--- src/rtl/uart_tx_drain_pkg.sv ---
// uart_tx_pkg: shared types and defaults for the UART transmit drain.
//   uart_state_e     - transmitter FSM states
//   DEF_OVERSAMPLE   - default baud_tick pulses per serial bit (16)
//   DEF_READ_LATENCY - default clocks from read strobe to valid FIFO data (2)
//   frame_parity()   - parity of the data bits actually sent
// Optional feature macro: UART_TX_PARITY_EN (adds the PARITY state and parity helper).
package uart_tx_pkg;

  localparam int DEF_OVERSAMPLE   = 16;
  localparam int DEF_READ_LATENCY = 2;

  typedef enum logic [2:0] {
    IDLE   = 3'd0,
    FETCH  = 3'd1,
    START  = 3'd2,
    DATA   = 3'd3,
`ifdef UART_TX_PARITY_EN
    PARITY = 3'd4,
`endif
    STOP   = 3'd5
  } uart_state_e;

`ifdef UART_TX_PARITY_EN
  // Parity covers only the bits that go on the line, so bit 7 is excluded
  // in 7-bit mode. Odd parity inverts the XOR.
  function automatic logic frame_parity(input logic [7:0] data,
                                        input logic       bit8,
                                        input logic       odd);
    return (bit8 ? ^data : ^data[6:0]) ^ odd;
  endfunction
`endif

endpackage

--- src/rtl/uart_tx_drain_if.sv ---
// uart_tx_drain_if: TX FIFO read port seen by the drain.
//   fifo_empty  - FIFO has no data
//   fifo_data   - read data, valid READ_LATENCY clocks after the strobe
//   fifo_read_n - active-low read strobe
// Handshake: fifo_empty=0 acts as "valid"; the drain acknowledges with a
// single-clock low pulse on fifo_read_n, which pops exactly one entry. The
// strobe is only issued when fifo_empty=0 was seen, and never while a frame
// is in flight, so one strobe always equals one byte consumed.
interface uart_tx_drain_if;
  logic       fifo_empty;
  logic [7:0] fifo_data;
  logic       fifo_read_n;

  modport master (input fifo_empty, input fifo_data, output fifo_read_n);
  modport slave  (output fifo_empty, output fifo_data, input fifo_read_n);
endinterface

--- src/rtl/uart_tx_bit_timer.sv ---
// uart_tx_bit_timer: counts baud_ticks within one serial bit.
//   clock, reset_n - clock and asynchronous active-low reset
//   run            - count enable; counter is held at 0 while low
//   baud_tick      - oversampling tick
//   bit_done       - one-clock pulse on every OVERSAMPLE-th tick
module uart_tx_bit_timer
  import uart_tx_pkg::*;
#(
  parameter int OVERSAMPLE = DEF_OVERSAMPLE
) (
  input  logic clock,
  input  logic reset_n,
  input  logic run,
  input  logic baud_tick,
  output logic bit_done
);

  localparam int TW = (OVERSAMPLE > 1) ? $clog2(OVERSAMPLE) : 1;
  localparam logic [TW-1:0] LAST = TW'(OVERSAMPLE - 1);

  logic [TW-1:0] tick_cnt;

  assign bit_done = run & baud_tick & (tick_cnt == LAST);

  always_ff @(posedge clock or negedge reset_n) begin
    if (!reset_n) begin
      tick_cnt <= '0;
    end else if (!run) begin
      tick_cnt <= '0;
    end else if (baud_tick) begin
      // Wraps to 0 at the end of each bit, so the next bit starts clean.
      tick_cnt <= (tick_cnt == LAST) ? '0 : tick_cnt + TW'(1);
    end
  end

endmodule

--- src/rtl/uart_tx_drain.sv ---
// uart_tx_drain: pulls bytes from a TX FIFO and serialises them as UART
// frames (start, 7/8 data bits LSB first, optional parity, one stop bit).
//   clock, reset_n   - clock and asynchronous active-low reset
//   baud_tick        - enable pulse at OVERSAMPLE x baud rate
//   bit8             - 1 = 8 data bits, 0 = 7 data bits
//   parity_en        - 1 = append parity bit
//   parity_odd       - 1 = odd parity, 0 = even
//   fifo             - FIFO read port (fifo_empty, fifo_data, fifo_read_n)
//   tx               - serial line, idle high
//   tx_busy          - high from read strobe until the end of the stop bit
//   state            - current FSM state (debug visibility)
// Optional feature macro: UART_TX_PARITY_EN. Without it there is no PARITY
// state, and parity_en / parity_odd are accepted but ignored.
module uart_tx_drain
  import uart_tx_pkg::*;
#(
  parameter int READ_LATENCY = DEF_READ_LATENCY,
  parameter int OVERSAMPLE   = DEF_OVERSAMPLE
) (
  input  logic            clock,
  input  logic            reset_n,
  input  logic            baud_tick,
  input  logic            bit8,
  input  logic            parity_en,
  input  logic            parity_odd,
  uart_tx_drain_if.master fifo,
  output logic            tx,
  output logic            tx_busy,
  output uart_state_e     state
);

  localparam int LW = (READ_LATENCY > 1) ? $clog2(READ_LATENCY) : 1;
  localparam logic [LW-1:0] LAT_LAST = LW'(READ_LATENCY - 1);

  logic [LW-1:0] lat_cnt;
  logic [2:0]    bit_cnt;
  logic [7:0]    shift_q;
  logic          bit8_q;
  logic          read_n;
  logic          bit_run;
  logic          bit_done;
  logic [2:0]    last_bit;

`ifdef UART_TX_PARITY_EN
  logic          par_en_q;
  logic          par_bit_q;
`else
  logic          unused_parity_cfg;
  assign unused_parity_cfg = parity_en ^ parity_odd;
`endif

  assign fifo.fifo_read_n = read_n;
  // Ticks only matter once the frame is on the line.
  assign bit_run  = (state != IDLE) && (state != FETCH);
  assign last_bit = bit8_q ? 3'd7 : 3'd6;

  uart_tx_bit_timer #(.OVERSAMPLE(OVERSAMPLE)) u_bit_timer (
    .clock     (clock),
    .reset_n   (reset_n),
    .run       (bit_run),
    .baud_tick (baud_tick),
    .bit_done  (bit_done)
  );

  always_ff @(posedge clock or negedge reset_n) begin
    if (!reset_n) begin
      state     <= IDLE;
      tx        <= 1'b1;
      read_n    <= 1'b1;
      tx_busy   <= 1'b0;
      lat_cnt   <= '0;
      bit_cnt   <= '0;
      shift_q   <= '0;
      bit8_q    <= 1'b0;
`ifdef UART_TX_PARITY_EN
      par_en_q  <= 1'b0;
      par_bit_q <= 1'b0;
`endif
    end else begin
      // Strobe defaults high so a read is always exactly one clock wide.
      read_n <= 1'b1;
      case (state)
        IDLE: begin
          if (!fifo.fifo_empty) begin
            read_n  <= 1'b0;
            tx_busy <= 1'b1;
            lat_cnt <= '0;
            state   <= FETCH;
          end
        end
        FETCH: begin
          if (lat_cnt == LAT_LAST) begin
            // Snapshot data and framing so later config changes cannot
            // disturb the frame already in flight.
            shift_q   <= fifo.fifo_data;
            bit8_q    <= bit8;
`ifdef UART_TX_PARITY_EN
            par_en_q  <= parity_en;
            par_bit_q <= frame_parity(fifo.fifo_data, bit8, parity_odd);
`endif
            lat_cnt   <= '0;
            tx        <= 1'b0;
            state     <= START;
          end else begin
            lat_cnt <= lat_cnt + LW'(1);
          end
        end
        START: begin
          if (bit_done) begin
            tx      <= shift_q[0];
            shift_q <= {1'b0, shift_q[7:1]};
            bit_cnt <= '0;
            state   <= DATA;
          end
        end
        DATA: begin
          if (bit_done) begin
            if (bit_cnt == last_bit) begin
              bit_cnt <= '0;
`ifdef UART_TX_PARITY_EN
              if (par_en_q) begin
                tx    <= par_bit_q;
                state <= PARITY;
              end else begin
                tx    <= 1'b1;
                state <= STOP;
              end
`else
              tx    <= 1'b1;
              state <= STOP;
`endif
            end else begin
              tx      <= shift_q[0];
              shift_q <= {1'b0, shift_q[7:1]};
              bit_cnt <= bit_cnt + 3'd1;
            end
          end
        end
`ifdef UART_TX_PARITY_EN
        PARITY: begin
          if (bit_done) begin
            tx    <= 1'b1;
            state <= STOP;
          end
        end
`endif
        STOP: begin
          if (bit_done) begin
            tx_busy <= 1'b0;
            state   <= IDLE;
          end
        end
        default: state <= IDLE;
      endcase
    end
  end

endmodule
--- src/flat_wrapper.sv ---
// flat-port wrapper written by rule: the top's interface ports become plain ports
module uart_tx_drain_flat import uart_tx_pkg::*;
#(
  parameter int READ_LATENCY = DEF_READ_LATENCY,
  parameter int OVERSAMPLE   = DEF_OVERSAMPLE
)
  (clock, reset_n, baud_tick, bit8, parity_en, parity_odd, tx, tx_busy, state, fifo_fifo_empty, fifo_fifo_data, fifo_fifo_read_n);
  uart_tx_drain_if fifo_i ();
  input  logic clock;
  input  logic reset_n;
  input  logic baud_tick;
  input  logic bit8;
  input  logic parity_en;
  input  logic parity_odd;
  output logic tx;
  output logic tx_busy;
  output uart_state_e state;
  input wire logic [$bits(fifo_i.fifo_empty)-1:0] fifo_fifo_empty;
  input wire logic [$bits(fifo_i.fifo_data)-1:0] fifo_fifo_data;
  output wire logic [$bits(fifo_i.fifo_read_n)-1:0] fifo_fifo_read_n;
  assign fifo_i.fifo_empty = fifo_fifo_empty;
  assign fifo_i.fifo_data = fifo_fifo_data;
  assign fifo_fifo_read_n = fifo_i.fifo_read_n;
  uart_tx_drain #(.READ_LATENCY(READ_LATENCY), .OVERSAMPLE(OVERSAMPLE)) u_core (.clock(clock), .reset_n(reset_n), .baud_tick(baud_tick), .bit8(bit8), .parity_en(parity_en), .parity_odd(parity_odd), .fifo(fifo_i), .tx(tx), .tx_busy(tx_busy), .state(state));
endmodule
--- config.mk ---
export PLATFORM = sky130hd
export DESIGN_NAME = uart_tx_drain_flat
export DESIGN_NICKNAME = d
export VERILOG_FILES = /design/src/rtl/uart_tx_drain_pkg.sv /design/src/rtl/uart_tx_drain_if.sv /design/src/rtl/uart_tx_bit_timer.sv /design/src/rtl/uart_tx_drain.sv /design/src/flat_wrapper.sv
export SDC_FILE = /design/constraint.sdc
export NUM_CORES = 1
export LEC_CHECK = 0
export ABC_AREA = 1
export CAP_MARGIN = 20
export CORE_ASPECT_RATIO = 1.25
export CORE_MARGIN = 5
export CORE_UTILIZATION = 45
export DETAILED_ROUTE_END_ITERATION = 6
export PLACE_DENSITY = 0.8
export SYNTH_ARGS = -nofsm -noshare
export SYNTH_HDL_FRONTEND = slang
export SYNTH_SLANG_ARGS = --single-unit
--- constraint.sdc ---
create_clock -name clock -period 1.4 [get_ports clock]
set_input_delay 0.21 -clock clock [delete_from_list [all_inputs] [get_ports clock]]
set_output_delay 0.21 -clock clock [all_outputs]
set_load 0.02 [all_outputs]
==> metrics <==
CTS root buffer clkbuf_4; total die area between 4000 and 5000 µm²; I/O pin total 21; reg-to-reg slack, setup -0.06 ns; first-pass GRT wire length 4950 µm; CTS Sinks 23; worst r2r dst u_core.shift_q[5]; Placed Instances 241; ratio of final minimum period to clock period 104%; cell count after synthesis ~170; Post-CTS Hold Buffers 0; share of layout cells above drive strength 1 between 20 and 30%; final-stage net count 234; vias in the first global route about 1200; wire per inst approximately 11 µm; via count 1228; Vias/cell between 4 and 5; Worst slew margin around 81%; antenna cells 0; register area share after synthesis 43.7%; Core Area around 2900 µm²; worst slew pin tran 0.284 ns; Syn Nets 190; Die W 58.5 µm; Synth cell types 23; # H-tree levels 1; fin crit period 1.46 ns; RSZ-0062 raised after global routing yes; Total Wirelength ~2900 µm; Synth Area per Inst around 7.6 µm²; most frequent cells in the layout nand2_1, buf_4, dfrtp_1; final hold vios 0; FMAX a little under 0.7 GHz; Peak VDD IR between 1 and 1.5 mV; Synth Register Bits 23; Setup-failing EPs final 10; Skew-Pair Late Insertion Delay roughly 0.32 ns; crit path kind reg2reg; endpoint class of the critical path flop; status complete, but fails checks; Worst Setup Start Kind flop; drt first-iter violations 43; Routed Antenna Nets 0; Longest Clk Path Bufs 2; crit path max fanout 8; worst reg-to-reg path cell count 10; largest net degree at the start of global routing 24; Setup crit start u_core.u_bit_timer.tick_cnt[1]; CP arrival approximately 1.7 ns; routability congestion estimate approximately 0.8; WP data required ~1.6 ns; post-DP HPWL ~2000 µm; Max-Cap Viols 0; height of the die 70.6 µm; initial antenna violation count 0; Final Max Slew Viols 0; setup ws final -0.0563 ns; sequential cell area about 580 µm²; leakage between 0.0009 and 0.001 µW; PwrDens about 2100 nW/µm²; Synth-to-Final Area Change 35.8%; fin cells roughly 250; DRT Pass-1 Iters 4; Syn. warnings 0; DRC violations left 0; CTS buffer count 3; Rows 22; CTS tree built; HP Class in2async; most common cell after layout, fill and taps aside nand2_1; number of buffers added on ports 18; clk_skew slightly below 0.009 ns; Initial Util approximately 46%; Reg-to-Reg Start u_core.u_bit_timer.tick_cnt[1]; worst hold slack between 0.2 and 0.25 ns; area of the multi-input gates between 700 and 800 µm²; GR Util All Layers between 10% and 20%; Worst-path clk slew approximately 0.13 ns; GRT overflow 0; synthesized area roughly 1300 µm²; crit path to u_core.shift_q[5]; overall power around 3800 µW; fillers 252; failing checks negative setup slack
stage by stage:
| step | cell area, µm² | setup slack [ns] | utilization (%) | TNS [ns] |
|---|---|---|---|---|
| after floorplan | 1330 | 0.00501 | - | 0 |
| after global placement | 1680 | -0.159 | 58.1 | -1.96 |
| after detailed placement | 1680 | -0.195 | 58.1 | -2.43 |
| after CTS | 1730 | -0.00958 | 59.9 | -0.0322 |
| after global routing | 1800 | -0.133 | 62.1 | -1.57 |
| final | 1800 | -0.0563 | 62.1 | -0.490 |
layer usage:
metal | track usage, % | part of all wire, % | vias to the layer above
li1 | - | - | 638
met1 | 19.5 | 42 | 559
met2 | 24.7 | 52 | 23
met3 | 2.01 | 3.3 | 8
met4 | 6.70 | 2.4 | 0
met5 | 0 | 0 | -
registers in the layout, indices dropped and copies added (netlist names):
register,cells
u_core.u_bit_timer.tick_cnt,4
u_core.bit_cnt,3
u_core.bit8_q,1
u_core.fifo.fifo_read_n,1
u_core.state,3
u_core.shift_q,8
u_core.tx_busy,1
u_core.lat_cnt,1
u_core.tx,1
power breakdown:
group          total [µW]  leakage [µW]  internal (µW)  switching, µW
clock                 320     0.0000150            111            208
sequential           1120      0.000285            928            191
combinational        2390      0.000629            977           1410
total                3830      0.000929           2020           1810
kinds of logic after synthesis:
logic type	count (synthesis)	synth area share, %
buffers and inverters	16	4.73
xor gates and xnor gates	1	0.662
and+or+nand+nor	116	42.9
adders and majority gates	2	1.89
DFF	23	43.7
AOI/OAI and AO/OA	15	6.15
synth_stat cells, drive strengths merged:
master  instances  area, µm²
o21ai           9       45.0
ha              2       25.0
xnor2           1       8.76
nand4           1       6.26
nor3            1       5.00
a21oi           5       28.8
o31ai           1       7.51
nor2           15        108
dfstp           2       52.6
dfrtp          21        526
buf             2       10.0
nand3          19        120
inv            14       52.6
nand2          80        328
cell type report:
class | instances | share of cell area (%)
multi-input combinational | 135 | 41.5
tap | 36 | 2.51
timing repair buffer | 40 | 19.2
clock buffer | 4 | 1.46
sequential | 23 | 32.4
inverter | 14 | 2.93
critical path, stage by stage (launching register included):
cell     delay [ns]
dfrtp_1        0.40
ha_2           0.21
nand2_2        0.06
nor2_4         0.12
nand2_4        0.11
nand2_4        0.09
nand2_2        0.05
inv_2          0.06
nand3_4        0.12
nand2_1        0.09
nand2_1        0.05
worst min-delay path by stage:
stage	from	to
after detailed placement	u_core.shift_q[4]	u_core.shift_q[4]
after CTS	reset_n	u_core.u_bit_timer.tick_cnt[2]
final	reset_n	u_core.u_bit_timer.tick_cnt[2]
after global placement	u_core.shift_q[3]	u_core.shift_q[3]
after global routing	reset_n	u_core.u_bit_timer.tick_cnt[2]
after floorplan	reset_n	u_core.bit8_q
timing repair:
action / 4_1_cts / 5_1_grt
pin swaps: 1 / 4
resized for setup: 12 / 14
endpoints found under the setup margin: 18 / 20
gates cloned: 0 / 1
buffers inserted: 2 / 4
Note: power is estimated with default switching activity, not from simulation.
